===== src/rtl/stack_op_sequencer_pkg.sv =====
// Shared definitions for the stack operation sequencer: state encoding,
// memory word-select codes, op priority encoding and per-op iteration plans.
package stack_op_sequencer_pkg;

    localparam logic [31:0] SP_INIT_DEFAULT = 32'h0000_07FF;

    typedef enum logic [1:0] {
        ST_IDLE   = 2'd0,
        ST_SECOND = 2'd1,
        ST_THIRD  = 2'd2
    } state_t;

    localparam logic [1:0] WS_DATA  = 2'd0;
    localparam logic [1:0] WS_PC_HI = 2'd1;
    localparam logic [1:0] WS_PC_LO = 2'd2;
    localparam logic [1:0] WS_FLAGS = 2'd3;

    typedef enum logic [2:0] {
        OP_NONE = 3'd0,
        OP_PUSH = 3'd1,
        OP_POP  = 3'd2,
        OP_CALL = 3'd3,
        OP_RET  = 3'd4,
        OP_RTI  = 3'd5,
        OP_INT  = 3'd6
    } op_t;

    // Priority INT > RTI > RET > CALL > POP > PUSH.
    function automatic op_t op_select(input logic push, input logic pop,
                                      input logic call, input logic ret,
                                      input logic rti,  input logic intr);
        op_t op;
        if (intr)      op = OP_INT;
        else if (rti)  op = OP_RTI;
        else if (ret)  op = OP_RET;
        else if (call) op = OP_CALL;
        else if (pop)  op = OP_POP;
        else if (push) op = OP_PUSH;
        else           op = OP_NONE;
        return op;
    endfunction

    function automatic logic op_multi(input logic [5:0] bits);
        return (bits & (bits - 6'd1)) != 6'd0;
    endfunction

    // Index of the final iteration of an op's plan.
    function automatic logic [1:0] op_last_iter(input op_t op);
        logic [1:0] last;
        case (op)
            OP_CALL, OP_RET: last = 2'd1;
            OP_INT, OP_RTI:  last = 2'd2;
            default:         last = 2'd0;
        endcase
        return last;
    endfunction

    function automatic logic op_is_push(input op_t op);
        return (op == OP_PUSH) || (op == OP_CALL) || (op == OP_INT);
    endfunction

    // Pops replay the push order backwards so that the stack unwinds cleanly.
    function automatic logic [1:0] op_word_sel(input op_t op, input logic [1:0] iter);
        logic [1:0] ws;
        case (op)
            OP_CALL: ws = (iter == 2'd0) ? WS_PC_HI : WS_PC_LO;
            OP_RET:  ws = (iter == 2'd0) ? WS_PC_LO : WS_PC_HI;
            OP_INT:  ws = (iter == 2'd0) ? WS_PC_HI :
                          (iter == 2'd1) ? WS_PC_LO : WS_FLAGS;
            OP_RTI:  ws = (iter == 2'd0) ? WS_FLAGS :
                          (iter == 2'd1) ? WS_PC_LO : WS_PC_HI;
            default: ws = WS_DATA;
        endcase
        return ws;
    endfunction

endpackage


===== src/rtl/register_generic.sv =====
// Generic enabled register with asynchronous active-high reset.
// Ports: clk, rst, en (load enable), d (next value), q (registered value).
module register_generic #(
    parameter int               WIDTH       = 32,
    parameter logic [WIDTH-1:0] RESET_VALUE = '0
) (
    input  logic             clk,
    input  logic             rst,
    input  logic             en,
    input  logic [WIDTH-1:0] d,
    output logic [WIDTH-1:0] q
);

    always_ff @(posedge clk or posedge rst) begin
        if (rst)     q <= RESET_VALUE;
        else if (en) q <= d;
    end

endmodule


===== src/rtl/stack_op_sequencer_sp.sv =====
// Stack pointer: register plus inc/dec adder, wrapping modulo 2^SP_WIDTH.
// Ports: clk, rst, en (iteration advance), dec (1 = push, 0 = pop),
//        sp (registered SP), sp_inc (SP+1, used as the pop address).
module stack_op_sequencer_sp #(
    parameter int                  SP_WIDTH = 32,
    parameter logic [SP_WIDTH-1:0] SP_INIT  = '1
) (
    input  logic                clk,
    input  logic                rst,
    input  logic                en,
    input  logic                dec,
    output logic [SP_WIDTH-1:0] sp,
    output logic [SP_WIDTH-1:0] sp_inc
);

    logic [SP_WIDTH-1:0] sp_dec;
    logic [SP_WIDTH-1:0] sp_nxt;

    assign sp_inc = sp + SP_WIDTH'(1);
    assign sp_dec = sp - SP_WIDTH'(1);
    assign sp_nxt = dec ? sp_dec : sp_inc;

    register_generic #(
        .WIDTH       (SP_WIDTH),
        .RESET_VALUE (SP_INIT)
    ) u_sp_reg (
        .clk (clk),
        .rst (rst),
        .en  (en),
        .d   (sp_nxt),
        .q   (sp)
    );

endmodule


===== src/rtl/stack_op_sequencer.sv =====
// Multi-cycle stack traffic controller between execute and memory stages.
// Splits PC/flag save and restore into 16-bit iterations and owns SP.
//
//   state  | meaning
//   IDLE   | waiting; iteration 0 of an accepted op runs here combinationally
//   SECOND | iteration 1 of a CALL/RET/INT/RTI, op taken from op_q
//   THIRD  | iteration 2 of an INT/RTI, op taken from op_q
//
// Ports: CLK, Reset (async, active-high), Start + op bits (PUSH/POP/CALL/
// RET/RTI/INT), Hold (memory not ready). Outputs Stall, ScndIteration,
// Iter, MemAddr, WordSel, MemWr, MemRd, SpOut, Busy, PrvsStackOp, ErrMulti.
module stack_op_sequencer
    import stack_op_sequencer_pkg::*;
#(
    parameter int                  SP_WIDTH = 32,
    parameter logic [SP_WIDTH-1:0] SP_INIT  = SP_WIDTH'(SP_INIT_DEFAULT)
) (
    input  logic                CLK,
    input  logic                Reset,
    input  logic                Start,
    input  logic                PUSH,
    input  logic                POP,
    input  logic                CALL,
    input  logic                RET,
    input  logic                RTI,
    input  logic                INT,
    input  logic                Hold,
    output logic                Stall,
    output logic                ScndIteration,
    output logic [1:0]          Iter,
    output logic [SP_WIDTH-1:0] MemAddr,
    output logic [1:0]          WordSel,
    output logic                MemWr,
    output logic                MemRd,
    output logic [SP_WIDTH-1:0] SpOut,
    output logic                Busy,
    output logic                PrvsStackOp,
    output logic                ErrMulti
);

    state_t              state, state_nxt;
    op_t                 op_q;
    op_t                 op_in;
    op_t                 cur_op;
    logic                active;
    logic                advance;
    logic                is_last;
    logic                is_push;
    logic                accept;
    logic [SP_WIDTH-1:0] sp;
    logic [SP_WIDTH-1:0] sp_inc;

    assign op_in = op_select(PUSH, POP, CALL, RET, RTI, INT);

    stack_op_sequencer_sp #(
        .SP_WIDTH (SP_WIDTH),
        .SP_INIT  (SP_INIT)
    ) u_sp (
        .clk    (CLK),
        .rst    (Reset),
        .en     (advance),
        .dec    (is_push),
        .sp     (sp),
        .sp_inc (sp_inc)
    );

    always_ff @(posedge CLK or posedge Reset) begin
        if (Reset) begin
            state       <= ST_IDLE;
            op_q        <= OP_NONE;
            PrvsStackOp <= 1'b0;
            ErrMulti    <= 1'b0;
        end else begin
            state       <= state_nxt;
            PrvsStackOp <= advance & is_last;
            if (accept) begin
                op_q <= op_in;
                if (op_multi({INT, RTI, RET, CALL, POP, PUSH})) ErrMulti <= 1'b1;
            end
        end
    end

    always_comb begin
        cur_op    = op_in;
        active    = 1'b0;
        Iter      = 2'd0;
        state_nxt = state;
        case (state)
            ST_IDLE: begin
                cur_op = op_in;
                active = Start & (op_in != OP_NONE);
                Iter   = 2'd0;
            end
            ST_SECOND: begin
                cur_op = op_q;
                active = 1'b1;
                Iter   = 2'd1;
            end
            ST_THIRD: begin
                cur_op = op_q;
                active = 1'b1;
                Iter   = 2'd2;
            end
            default: begin
                cur_op = OP_NONE;
                active = 1'b0;
                Iter   = 2'd0;
            end
        endcase

        is_last = (Iter == op_last_iter(cur_op));
        is_push = op_is_push(cur_op);
        advance = active & ~Hold;
        accept  = advance & (state == ST_IDLE);

        if (advance) begin
            if (is_last)                 state_nxt = ST_IDLE;
            else if (state == ST_IDLE)   state_nxt = ST_SECOND;
            else if (state == ST_SECOND) state_nxt = ST_THIRD;
            else                         state_nxt = ST_IDLE;
        end

        MemAddr       = active ? (is_push ? sp : sp_inc) : '0;
        WordSel       = active ? op_word_sel(cur_op, Iter) : WS_DATA;
        MemWr         = advance & is_push;
        MemRd         = advance & ~is_push;
        Stall         = Hold | (active & ~is_last);
        ScndIteration = (Iter != 2'd0);
        Busy          = (state != ST_IDLE);
        SpOut         = sp;
    end

endmodule


===== config.mk =====
export PLATFORM = sky130hd
export DESIGN_NAME = stack_op_sequencer
export DESIGN_NICKNAME = d
export VERILOG_FILES = /design/src/rtl/stack_op_sequencer_pkg.sv /design/src/rtl/register_generic.sv /design/src/rtl/stack_op_sequencer_sp.sv /design/src/rtl/stack_op_sequencer.sv
export SDC_FILE = /design/constraint.sdc
export NUM_CORES = 1
export LEC_CHECK = 0
export CAP_MARGIN = 20
export CORE_MARGIN = 4
export CORE_UTILIZATION = 35
export CTS_CLUSTER_SIZE = 12
export DETAILED_ROUTE_END_ITERATION = 12
export HOLD_SLACK_MARGIN = 0.12
export PLACE_DENSITY_LB_ADDON = 0.08
export SLEW_MARGIN = 30
export SYNTH_ARGS = -nofsm -noshare
export SYNTH_HDL_FRONTEND = slang
export SYNTH_HIERARCHICAL = 1
export SYNTH_SLANG_ARGS = --single-unit

===== constraint.sdc =====
create_clock -name CLK -period 3.3 [get_ports CLK]
set_input_delay 0.66 -clock CLK [delete_from_list [all_inputs] [get_ports CLK]]
set_output_delay 0.66 -clock CLK [all_outputs]
set_load 0.005 [all_outputs]

==> results_dict.tcl <==
set metrics [dict create \
    status "complete, no violations" \
    final_cell_mix "sky130_fd_sc_hd__buf_4 (111), sky130_fd_sc_hd__nand2_1 (94), sky130_fd_sc_hd__clkdlybuf4s50_1 (43)" \
    number_of_flops_mapped_to_enable_cells_by_yosys 0 \
    postSynth.asyncResetShare_pct 100 \
    critical_path.max_fanout 4 \
    cp-start-kind "primary input" \
    post_synth_inst_count 515 \
    floorplan.initialDensity_pct 36.2 \
    fin_crit_sh_pct 99.0 \
    dp_hpwl_um 9730 \
    drt-total-wl_um 13900 \
    floorplan.die.height_um 120 \
    die_w_um 120 \
    boundaryPins 85 \
    final-hold-violation-count 0 \
    cp_common_cell "sky130_fd_sc_hd__buf_4" \
    cts_buffer_depth 2 \
    crit_slowest_cell "sky130_fd_sc_hd__clkdlybuf4s50_1" \
    netlist-cell-type-count 73 \
    powerDensity_nw_per_um2 991 \
    die_area_um2 14400 \
    clk_pin_slew_worst_paths_ps 60 \
    clk_root_buffer_cell "sky130_fd_sc_hd__clkbuf_16" \
    clock_h_tree_levels 2 \
    detailroute.via_count 4309 \
    clkLatencyLatePin_ps 280 \
    drc 0 \
    clock.fmax_mhz 306 \
    post_dp_cell_area_um2 5960 \
    antenna_cells_inserted 0 \
    finalInstanceArea_um2 6500 \
    critPathCaptureType "primary output" \
    sequential_fraction_of_the_synthesis_area_pct 22.5 \
    worst-endpoint-required_ps 2640 \
    initial_antenna_violation_count 0 \
    maxSlewHeadroom_pct 54.0 \
    num-fill-cells 1195 \
    fin_cells 857 \
    grt_max_degree 41 \
    hp-class "flop to flop" \
    highest_metal_layer_with_signal_wires "met4" \
    routed-wl-met3_um 387 \
    finClkSkew_ps 3.62 \
    finalWeightedCongestion 0.816 \
    postSynthAreaPerCell_um2 8.55 \
    grtUsageTotal_pct 18.3 \
    worst_slew_pin_slew_ps 690 \
    drive_above_1_share_pct 36.6 \
    dominantRegCellSynth "sky130_fd_sc_hd__dfrtp_1" \
    crit_arrival_ps 2610 \
    hold_buffers 0 \
    slowest_delay_ps 500 \
    final_common_cell "sky130_fd_sc_hd__buf_4" \
    floorplan.rows 40 \
    syn-num-nets 531 \
    timing.setup.critical_path_class "primary input to primary output" \
    grt_first_pass_wirelength_um 21700 \
    report.final.slew_viol_count 0 \
    cts.sink_count 39 \
    detail_route.wl_per_cell_um 16.3 \
    synth_area_um2 4400 \
    port_buffers 84 \
    setup_viol_count_final 0 \
    m1WireLength_um 6530 \
    max_cap_viol_count 0 \
    numCtsBuffers 5 \
    drtAntennaViolNets 0 \
    static-leakage-power_nw 2.92 \
    core_region_area_um2 12200 \
    number_of_synthesis_warnings 6 \
    final.min_clock_period_ps 3270 \
    crit_path_cell_trace "dlygate4sd2_1, nor2_1, o31ai_4, buf_4, a211oi_1, buf_4, a32oi_1, nor2b_1, clkdlybuf4s50_1" \
    design.final.nets 704 \
    initialDrtViolationCount 179 \
    post_drt_via_cell_ratio 5.03 \
    met2_wirelength_um 6740 \
    irDropWorstVdd_v 0.000372 \
    cts_tree "yes" \
    first_global_vias 4277 \
    grt_overflow_total 0 \
    ys_seq_elements 39 \
    flow.area_growth_from_synthesis_pct 47.8 \
    dp.cells 820 \
    drtPass1Iterations 4 \
]
[repair_timing]
| item | in CTS | in global routing |
|---|---|---|
| setup buffers | 18 | 8 |
| gates cloned | 1 | 2 |
| resized for setup | 72 | 58 |
| endpoints found under the setup margin | 57 | 45 |
| pin swaps | 11 | 14 |
[critical path, delay by kind of cell]
kind | cells | cell delay [ps]
buffers and inverters | 4 | 1100
AOI/OAI and AO/OA | 3 | 540
and+or+nand+nor | 2 | 300
[final timing paths]
check,startpoint,cells after the start,slack (ps),endpoint
max reg2reg,state[0],15,140,u_sp/u_sp_reg/q[31]
max in group asynchronous,Reset,3,2130,u_sp/u_sp_reg/q[0]
max,CALL,9,30,WordSel[1]
min,ErrMulti,1,480,ErrMulti
min in group asynchronous,Reset,2,650,ErrMulti
min reg2reg,ErrMulti,1,480,ErrMulti
[power by group]
part / switching (W) / internal, W
clock network: 0.000191 / 0.000322
registers: 0.000163 / 0.000695
logic: 0.00234 / 0.00273
[area by class of cell]
class / count / area [µm²] / area share (%)
tap: 168 / 210 / 3.23
timing repair buffer: 208 / 1810 / 27.8
clock buffer: 8 / 156 / 2.40
inverter: 21 / 81.3 / 1.25
multi-input combinational: 413 / 3260 / 50.1
sequential: 39 / 990 / 15.2
[Yosys cell counts, types with 9 or more instances]
cell / n / area (µm²)
sky130_fd_sc_hd__mux2_4: 30 / 450
sky130_fd_sc_hd__nand2_1: 96 / 360
sky130_fd_sc_hd__nand3_1: 9 / 45.0
sky130_fd_sc_hd__mux2i_1: 35 / 350
sky130_fd_sc_hd__inv_1: 19 / 71.3
sky130_fd_sc_hd__dfrtp_1: 28 / 701
sky130_fd_sc_hd__dfstp_2: 11 / 289
sky130_fd_sc_hd__nand4_1: 12 / 75.1
sky130_fd_sc_hd__nor4_1: 12 / 75.1
sky130_fd_sc_hd__o21ai_0: 9 / 45.0
sky130_fd_sc_hd__nor3_1: 21 / 105
sky130_fd_sc_hd__xnor2_1: 38 / 333
sky130_fd_sc_hd__nor2_1: 26 / 97.6
sky130_fd_sc_hd__clkbuf_1: 20 / 75.1
sky130_fd_sc_hd__xor2_1: 25 / 219
[routing by layer]
layer  vias up  GRT usage, %
met5         -             0
met4         0          4.29
met3        16          2.87
met2        71          31.4
met1      2087          24.1
li1       2135             -
[flip-flops by register name (all words and copies together) (netlist names)]
name	flops
ErrMulti	1
PrvsStackOp	1
op_q	3
state	2
u_sp/u_sp_reg/q	32
[per-stage QoR]
stage / setup TNS (ps) / hold WS [ps] / power, W / setup WS [ps] / util, %
detailed placement: -29890 / 470 / 0.00523 / -606 / 49.0
CTS: 0 / 485 / 0.00617 / 5.92 / 52.2
global route: -21.6 / 539 / 0.00691 / -17.5 / 53.5
global placement: -27150 / 463 / 0.00516 / -580 / 49.0
floorplan: 0 / 450 / 0.00350 / 12.5 / -
finish: 0 / 481 / 0.00645 / 33.7 / 53.5
[cell families after synthesis]
| family | after synthesis | synth area share, % |
|---|---|---|
| flip-flops | 39 | 22.5 |
| adder cells (fa/ha/maj) | 7 | 1.93 |
| AO/OA/AOI/OAI | 57 | 10.8 |
| AND/OR/NAND/NOR | 217 | 25.0 |
| XOR/XNOR | 63 | 12.5 |
| buffers and inverters | 63 | 8.10 |
| multiplexers | 69 | 19.2 |
Power figures use the tool's default switching activity.
